**config.mk**
```make
export PLATFORM = sky130hd
export DESIGN_NAME = i2s_transmitter
export DESIGN_NICKNAME = d
export VERILOG_FILES = /design/src/rtl/audio_pkg.sv /design/src/rtl/bclk_divider.sv /design/src/rtl/i2s_transmitter.sv
export SDC_FILE = /design/constraint.sdc
export NUM_CORES = 1
export LEC_CHECK = 0
export CORE_UTILIZATION = 55
export DETAILED_ROUTE_END_ITERATION = 10
export GPL_ROUTABILITY_DRIVEN = 0
export PLACE_DENSITY = 0.86
export SKIP_CTS_REPAIR_TIMING = 1
export SYNTH_ARGS = -nofsm -noshare
export SYNTH_HDL_FRONTEND = slang
export SYNTH_HIERARCHICAL = 1
export SYNTH_SLANG_ARGS = --single-unit
export TNS_END_PERCENT = 5
```
**constraint.sdc**
```tcl
create_clock -name clk -period 5.3 [get_ports clk]
set_clock_uncertainty 0.05 [all_clocks]
set_input_delay 1.06 -clock clk [delete_from_list [all_inputs] [get_ports clk]]
set_output_delay 1.06 -clock clk [all_outputs]
set_load 0.1 [all_outputs]
```
**src/rtl/audio_pkg.sv**
```systemverilog
// Shared constants and state encoding for the I2S transmitter.
package audio_pkg;

  localparam int unsigned BCLK_HALF    = 16;
  localparam int unsigned SLOT_BITS    = 32;
  localparam int unsigned SAMPLE_WIDTH = 16;
  localparam int unsigned FRAME_CLKS   = 2 * SLOT_BITS * 2 * BCLK_HALF;

  localparam int unsigned BIT_W = $clog2(2 * SLOT_BITS);
  localparam int unsigned IDX_W = $clog2(SAMPLE_WIDTH);

  typedef enum logic {
    IDLE = 1'b0,
    RUN  = 1'b1
  } state_t;

endpackage

```
**src/rtl/bclk_divider.sv**
```systemverilog
// Bit-clock divider: div/phase counters, bclk and bit-boundary strobes.
module bclk_divider #(
  parameter int unsigned HALF = 16
) (
  input  logic clk,
  input  logic reset,
  input  logic count_en,
  input  logic clear,
  output logic bclk,
  output logic bit_start_c,
  output logic bit_end_c
);

  localparam int unsigned DIV_W = (HALF > 1) ? $clog2(HALF) : 1;
  localparam logic [DIV_W-1:0] DIV_LAST = DIV_W'(HALF - 1);

  logic [DIV_W-1:0] div;
  logic [DIV_W-1:0] div_d;
  logic             phase;
  logic             phase_d;

  // Next counter values; bit_start_c flags that the coming cycle opens a bit period.
  always_comb begin
    div_d       = div;
    phase_d     = phase;
    bit_end_c   = count_en && (div == DIV_LAST) && phase;
    if (clear) begin
      div_d   = '0;
      phase_d = 1'b0;
    end else if (count_en) begin
      if (div == DIV_LAST) begin
        div_d   = '0;
        phase_d = ~phase;
      end else begin
        div_d = div + DIV_W'(1);
      end
    end
    bit_start_c = !clear && (div_d == '0) && !phase_d;
  end

  // Counter registers.
  always_ff @(posedge clk or negedge reset) begin
    if (!reset) begin
      div   <= '0;
      phase <= 1'b0;
    end else begin
      div   <= div_d;
      phase <= phase_d;
    end
  end

  assign bclk = phase;

endmodule

```
**src/rtl/i2s_transmitter.sv**
```systemverilog
// I2S transmitter: frame pacing, per-frame sample latch and serializer.
// Optional AUDIO_STEREO_EN adds sample_right_in for an independent right slot.
module i2s_transmitter
  import audio_pkg::*;
(
  input  logic                    clk,
  input  logic                    reset,
  input  logic                    enable,
  input  logic [SAMPLE_WIDTH-1:0] sample_in,
`ifdef AUDIO_STEREO_EN
  input  logic [SAMPLE_WIDTH-1:0] sample_right_in,
`endif
  output logic                    new_frame,
  output logic                    bclk,
  output logic                    lrclk,
  output logic                    sdata
);

  localparam logic [BIT_W-1:0] B_LAST   = BIT_W'(2 * SLOT_BITS - 1);
  localparam logic [BIT_W-1:0] LR_FIRST = BIT_W'(SLOT_BITS - 1);
  localparam logic [BIT_W-1:0] LR_LAST  = BIT_W'(2 * SLOT_BITS - 2);
  localparam logic [BIT_W-1:0] L_LAST   = BIT_W'(SAMPLE_WIDTH);
  localparam logic [BIT_W-1:0] R_FIRST  = BIT_W'(SLOT_BITS + 1);
  localparam logic [BIT_W-1:0] R_LAST   = BIT_W'(SLOT_BITS + SAMPLE_WIDTH);

  state_t                  state;
  state_t                  state_d;
  logic                    count_en;
  logic                    clear;
  logic                    bit_start_c;
  logic                    bit_end_c;
  logic                    latch_c;
  logic [BIT_W-1:0]        b;
  logic [BIT_W-1:0]        b_d;
  logic                    lrclk_d;
  logic                    sdata_d;
  logic [IDX_W-1:0]        idx_l;
  logic [IDX_W-1:0]        idx_r;
  logic [SAMPLE_WIDTH-1:0] shadow_l;
  logic [SAMPLE_WIDTH-1:0] shadow_r_src;

  bclk_divider #(
    .HALF (BCLK_HALF)
  ) u_div (
    .clk         (clk),
    .reset       (reset),
    .count_en    (count_en),
    .clear       (clear),
    .bclk        (bclk),
    .bit_start_c (bit_start_c),
    .bit_end_c   (bit_end_c)
  );

  // FSM state register.
  always_ff @(posedge clk or negedge reset) begin
    if (!reset) state <= IDLE;
    else        state <= state_d;
  end

  // FSM next state: enable is the only run/idle control.
  always_comb begin
    state_d = state;
    case (state)
      IDLE:    if (enable)  state_d = RUN;
      RUN:     if (!enable) state_d = IDLE;
      default: state_d = IDLE;
    endcase
  end

  // FSM outputs: counters advance only while staying in RUN, zero whenever leaving it.
  always_comb begin
    count_en = (state == RUN) && enable;
    clear    = (state_d != RUN);
  end

  // Bit counter next value and last-cycle-of-frame latch strobe.
  always_comb begin
    b_d     = b;
    latch_c = bit_end_c && (b == B_LAST);
    if (clear) begin
      b_d = '0;
    end else if (bit_end_c) begin
      b_d = (b == B_LAST) ? '0 : b + BIT_W'(1);
    end
  end

  // Bit counter register.
  always_ff @(posedge clk or negedge reset) begin
    if (!reset) b <= '0;
    else        b <= b_d;
  end

  // Shadow sample register(s), loaded once per frame.
`ifdef AUDIO_STEREO_EN
  logic [SAMPLE_WIDTH-1:0] shadow_r;

  always_ff @(posedge clk or negedge reset) begin
    if (!reset) begin
      shadow_l <= '0;
      shadow_r <= '0;
    end else if (latch_c) begin
      shadow_l <= sample_in;
      shadow_r <= sample_right_in;
    end
  end

  assign shadow_r_src = shadow_r;
`else
  always_ff @(posedge clk or negedge reset) begin
    if (!reset)       shadow_l <= '0;
    else if (latch_c) shadow_l <= sample_in;
  end

  assign shadow_r_src = shadow_l;
`endif

  // Word select and serial data for the bit period about to start.
  always_comb begin
    lrclk_d = !clear && (b_d >= LR_FIRST) && (b_d <= LR_LAST);
    idx_l   = IDX_W'(SAMPLE_WIDTH - 32'(b_d));
    idx_r   = IDX_W'(SAMPLE_WIDTH + SLOT_BITS - 32'(b_d));
    sdata_d = 1'b0;
    if (!clear) begin
      if ((b_d >= BIT_W'(1)) && (b_d <= L_LAST)) begin
        sdata_d = shadow_l[idx_l];
      end else if ((b_d >= R_FIRST) && (b_d <= R_LAST)) begin
        sdata_d = shadow_r_src[idx_r];
      end
    end
  end

  // Registered pin outputs, aligned with the counter state they describe.
  always_ff @(posedge clk or negedge reset) begin
    if (!reset) begin
      new_frame <= 1'b0;
      lrclk     <= 1'b0;
      sdata     <= 1'b0;
    end else begin
      new_frame <= bit_start_c && (b_d == '0);
      lrclk     <= lrclk_d;
      sdata     <= sdata_d;
    end
  end

endmodule
```
Word-level counts from Yosys, hierarchy flattened
Cells that the tools add are included.
- register bits after elaboration: 31
- bits of input ports: 19
- output and inout bits: 4
- word-level logic and storage cells: 54
- $add $sub $neg: 4
- magnitude comparators: 8
- equality and inequality tests: 2
- multiplexer cells: 17
- bitwise operators: 1
- reduce and logical (&&, ||, !) cells: 14
- operators with widths (cell ; count):
    $mux 6 ; 3
    $le 6x6->1 const B ; 2
    $mux 4 ; 3
    $logic_and 1x1->1 ; 11
    $lt 4x5->1 const B ; 2
    $mux 1 ; 9
    $bmux 1 s4 ; 2
    $sub 1x4->4 const A ; 2
    $add 6x1->6 const B ; 1
    $eq 6x6->1 const B ; 1
    $ge 6x1->1 const B ; 1
    $ge 6x5->1 const B ; 1
    $ge 6x6->1 const B ; 1
    $le 6x5->1 const B ; 1
    $logic_not 6->1 ; 1
    $add 4x1->4 const B ; 1
    $eq 4x4->1 const B ; 1
    $logic_not 4->1 ; 1
    $logic_not 1->1 ; 1
    $not 1->1 ; 1

Longest topological paths before layout
- depth after elaboration: 11
- mapped depth: 15
- mapped depth without buffers: 11

Cells and area by module
The synthesis kept the hierarchy.
- by module, submodules not included (module ; times used ; cells an instance ; area an instance (um2) ; sequential area each (um2)):
    i2s_transmitter ; 1 ; 139 ; 1418.9 ; 650.6
    bclk_divider ; 1 ; 38 ; 339.1 ; 125.1

Worst setup path after synthesis
OpenSTA, ideal clock, no wires.
- path type: in2reg
- start: input port enable
- end: register sdata
- setup time: 125 ps
- arrival time: 3954 ps
- data required time: 5125 ps
- path slack: 1171 ps
- stages on the path: 15
- buffers on the path: 4
- path through: buf_4 and2_1 buf_6 nand4_1 nor2_1 buf_6 and4_4 and3_2 clkbuf_1 or3_1 ha_1 xnor2_4 mux4_1 mux2i_1 o31ai_1
- longest elaborated chain between the ends: 11
- elaborated cells between the ends (all ways): 21
- those cells by class: 2 x add/sub; 4 x order compare; 10 x mux; 5 x reduce/logical
- ends and longest elaborated chain (item ; line ; RTL):
    from (decl) ; i2s_transmitter.sv:8 ; input logic enable,
    $logic_and 1x1->1 * ; i2s_transmitter.sv:72 ; count_en = (state == RUN) && enable;
    named net count_en ; i2s_transmitter.sv:28 ; logic count_en;
    $logic_and 1x1->1 * (2 in series) ; bclk_divider.sv:26 ; bit_end_c = count_en && (div == DIV_LAST) && phase;
    named net bit_end_c ; i2s_transmitter.sv:31 ; logic bit_end_c;
    $mux 6 * ; i2s_transmitter.sv:82 ; end else if (bit_end_c) begin
    $mux 6 * ; i2s_transmitter.sv:80 ; if (clear) begin
    $sub 1x4->4 ; i2s_transmitter.sv:120, i2s_transmitter.sv:121 ;
    $bmux 1 s4 ; i2s_transmitter.sv:125, i2s_transmitter.sv:127 ;
    $mux 1 (not written as such) ; i2s_transmitter.sv:125, i2s_transmitter.sv:127 ;
    $mux 1 ; i2s_transmitter.sv:126 ; end else if ((b_d >= R_FIRST) && (b_d <= R_LAST)) begin
    $mux 1 * ; i2s_transmitter.sv:124 ; if ((b_d >= BIT_W'(1)) && (b_d <= L_LAST)) begin
    $mux 1 * ; i2s_transmitter.sv:123 ; if (!clear) begin
    named net sdata_d ; i2s_transmitter.sv:36 ; logic sdata_d;
    to (signal assigned) ; i2s_transmitter.sv:141 ; sdata <= sdata_d;
    to (decl) ; i2s_transmitter.sv:16 ; output logic sdata
Mark *: on every way through the listed nets, which the timed path passes. The rest lies on a longest branch. The select of a mux whose other input is x is not followed.
A chain may end at the register's enable or synchronous reset.

Worst setup path after layout
Same ends and word-level chain as after synthesis.

==> results by group <==
Synth
  • Synth unique cells: 44
  • Top cells by area, synth: dfrtp_1 44%, nand2_1 12%, mux4_1 6.0%
  • Post-Synthesis Cells: ~180
  • Ys Warns: 6
  • Synthesis-stage register bit count: 31
  • Top cell type's share of synthesized area: 44.1%
  • Syn_nets: 203
  • Ys async rst share: between 90% and 100%
  • Post-synth EDFFs: 0
  • Synth Flop Type: dfrtp_1
  • Mapped cell area: 0.00176 mm2
  • Sequential fraction of the synthesis area: between 40% and 50%
  • Largest area contributor in the netlist: dfrtp_1
  • Avg Cell Area, Syn: ~9.9 um2

Power
  • Int Power: roughly 310 uW
  • Sequential Power Share: 58.0%
  • Leakage: 0.000983 uW
  • Sw Ratio: around 26%
  • Sw power: roughly 110 uW
  • Total power: ~410 uW
  • Max VDD drop: 0.000115 V
  • Power Density: 201 mW/mm2
  • Power share of the clock group: 33.1%
  • Logic pwr share: 8.8%

CTS
  • Clock Tree Root: clkbuf_4
  • H-tree depth: 2
  • CTS clk-pin slew, worst paths: 0.10 ns
  • Clock Tree Buf Depth: 2
  • CTS Buf Count: 5
  • CTS tree: done
  • Clock Latency Late Sink: about 0.34 ns
  • Clk sinks: 31

Floorplanning
  • Die H: ~59 um
  • Initial Utilization: between 50% and 60%
  • Die area: ~0.0034 mm2
  • Core Box Area: about 0.003 mm2
  • Die Span X: around 59 um
  • I/O pins: 23
  • Row cnt: 20

STA
  • Worst slew pin tran: between 0.9 and 1 ns
  • Hold_ws: about 0.43 ns
  • Crit share post-route: 87.5%
  • Setup tns final: 0 ns
  • Unrepaired setup endpoints after global routing: false
  • Slew Limit Fails: 0
  • Setup violations, final: 0
  • Period minus WS final: between 4 and 5 ns
  • Fmax: approximately 0.22 GHz
  • Final Hold Viols: 0
  • Slew HR: about a third

Worst setup path
  • Startpoint class of the critical path: input pin
  • Reg2reg start: u_div/div[1]$_DFF_PN0_
  • Worst Reg-to-Reg Cells: 11
  • Worst setup EP type: flip-flop
  • Critical Path RT: approximately 5.5 ns
  • Kind of critical path: in -> reg
  • R2R setup slack: roughly 1.6 ns
  • CP arrival: roughly 4.8 ns
  • Crit Path Max Fanout: 17
  • R2R Path End: sdata$_DFF_PN0_

Drt
  • DR pass1 iterations: 4
  • 1st-iter DRT viols: between 60 and 70
  • DR vias/cell: around 5.5
  • Met2 wire length: approximately 1600 um
  • Vias: between 1000 and 1500
  • Met3 WL: 150 um
  • Post-Route WL: 3450 um
  • Met1 Wirelength: 1570 um
  • Antenna-violating nets left: 0
  • Wirelength per Cell: 14.1 um
  • Post-route DRC: 0
  • Top Metal Used: met4

Min path
  • Hold crit path type: reg -> reg
  • Hold path startpoint: shadow_l[12]$_DFFE_PN0P_
  • Hold Path Stages: 2
  • Hold Crit Endpoint: shadow_l[12]$_DFFE_PN0P_

Status
  • Status: complete, no violations

Final layout
  • Fillcell total: 240
  • Final Core Density: between 60 and 70%
  • Share of layout cells above drive strength 1: 8.96%
  • P&R area growth vs syn: 16.7%
  • Final net count: ~230
  • Diodes inserted: 0

Flow run
  • Max_cap viols: 0

Global route
  • Total GRT Usage: about a quarter
  • Initial antenna violation count: 0
  • Number of global-route vias before repair: approximately 1300
  • Largest net degree at the start of global routing: 32
  • GR Overflow Total: 0
  • First-pass GRT wire length: 5910 um

Placed design
  • Port bufs: 22
  • Post-DP HPWL: ~2500 um
## flip-flops by register name, summed over array words and instances, names as in the netlist
register	count
lrclk	1
u_div/div	4
new_frame	1
b	6
state	1
sdata	1
u_div/bclk	1
shadow_l	16
## power groups by stage
| stage | clock network, uW | logic, uW | registers, uW |
|---|---|---|---|
| final | 137 | 36.5 | 240 |
| after global routing | 150 | 39.7 | 240 |
| after CTS | 140 | 36.7 | 240 |
| after detailed placement | 0 | 36.7 | 244 |
| after global placement | 0 | 35.6 | 244 |
| after floorplan | 0 | 11.1 | 249 |
## worst max-delay path by stage
| stage | from | end | slack, ns | cells past startpoint |
|---|---|---|---|---|
| 2_1_floorplan | enable | sdata$_DFF_PN0_ | 1.17 | 15 |
| 3_3_place_gp | enable | sdata$_DFF_PN0_ | 0.49 | 12 |
| 3_5_place_dp | enable | sdata$_DFF_PN0_ | 0.30 | 12 |
| 4_1_cts | enable | sdata$_DFF_PN0_ | 0.68 | 12 |
| 5_1_grt | enable | sdata$_DFF_PN0_ | 0.47 | 12 |
| 6_report | enable | sdata$_DFF_PN0_ | 0.66 | 12 |
## layer usage
layer / track usage [%] / up-vias
met5: 0 / -
met4: 11.6 / 0
met3: 7.03 / 9
met2: 36.8 / 33
met1: 30.0 / 638
li1: - / 665
## synthesized netlist by cell type, drive strengths merged, types with 2 or more instances
master / number
nor3: 5
and2: 2
nor2: 9
inv: 7
mux2i: 3
dfrtp: 31
buf: 4
a21oi: 5
o31ai: 2
and3: 2
nand2: 54
mux4: 4
clkbuf: 4
nand4: 6
xor2: 2
ha: 7
nand4b: 2
nand3: 5
a311oi: 2
xnor2: 4
## cell families after synthesis
group / Yosys count / synth area share, %
AOI/OAI and AO/OA: 18 / 9.61
xor gates and xnor gates: 6 / 4.06
adders and majority gates: 7 / 4.98
buffers and inverters: 15 / 4.77
DFF: 31 / 44.1
muxes: 8 / 8.33
and+or+nand+nor: 92 / 24.1
## layout make-up
cell class	count	area, um2	share of cell area [%]
well taps	44	55.1	2.68
repair buffers	24	235	11.5
inverters	7	33.8	1.65
clock inverters	2	12.5	0.610
multi-input cells	131	898	43.8
clock buffers	6	41.3	2.01
flip-flops and latches	31	776	37.8
## worst max-delay path: stages
cell	delay, ns
clkdlybuf4s50_1	0.64
and2_1	0.37
nand4_1	0.19
nor2_1	0.32
and4_4	0.33
and3_2	0.38
or3_1	0.23
ha_1	0.30
xnor2_4	0.16
mux4_1	0.56
mux2i_1	0.16
o31ai_1	0.10
## layout by cell type, fill, tap and decap left out, drive strengths merged, types with 2 or more instances in the layout
cell type and n:
o31ai 2, mux2i 3, xnor2 4, nor3 5, nand4 6, mux4 4, nand3 5, nand4b 2
a311oi 2, dfrtp 31, nand2 54, nor2 9, buf 2, a21oi 5, xor2 2, and3 2
inv 7, and2 2, clkdlybuf4s50 22, clkbuf 6, ha 7
## through the flow
stage / setup slack [ns] / std cells / cell area, um2
3_3_place_gp: 0.489 / 237 / 2000
6_report: 0.661 / 245 / 2050
4_1_cts: 0.682 / 245 / 2050
3_5_place_dp: 0.296 / 237 / 2000
5_1_grt: 0.466 / 245 / 2050
2_1_floorplan: 1.17 / 177 / 1760
No activity file was read; power rests on OpenSTA's default activity.
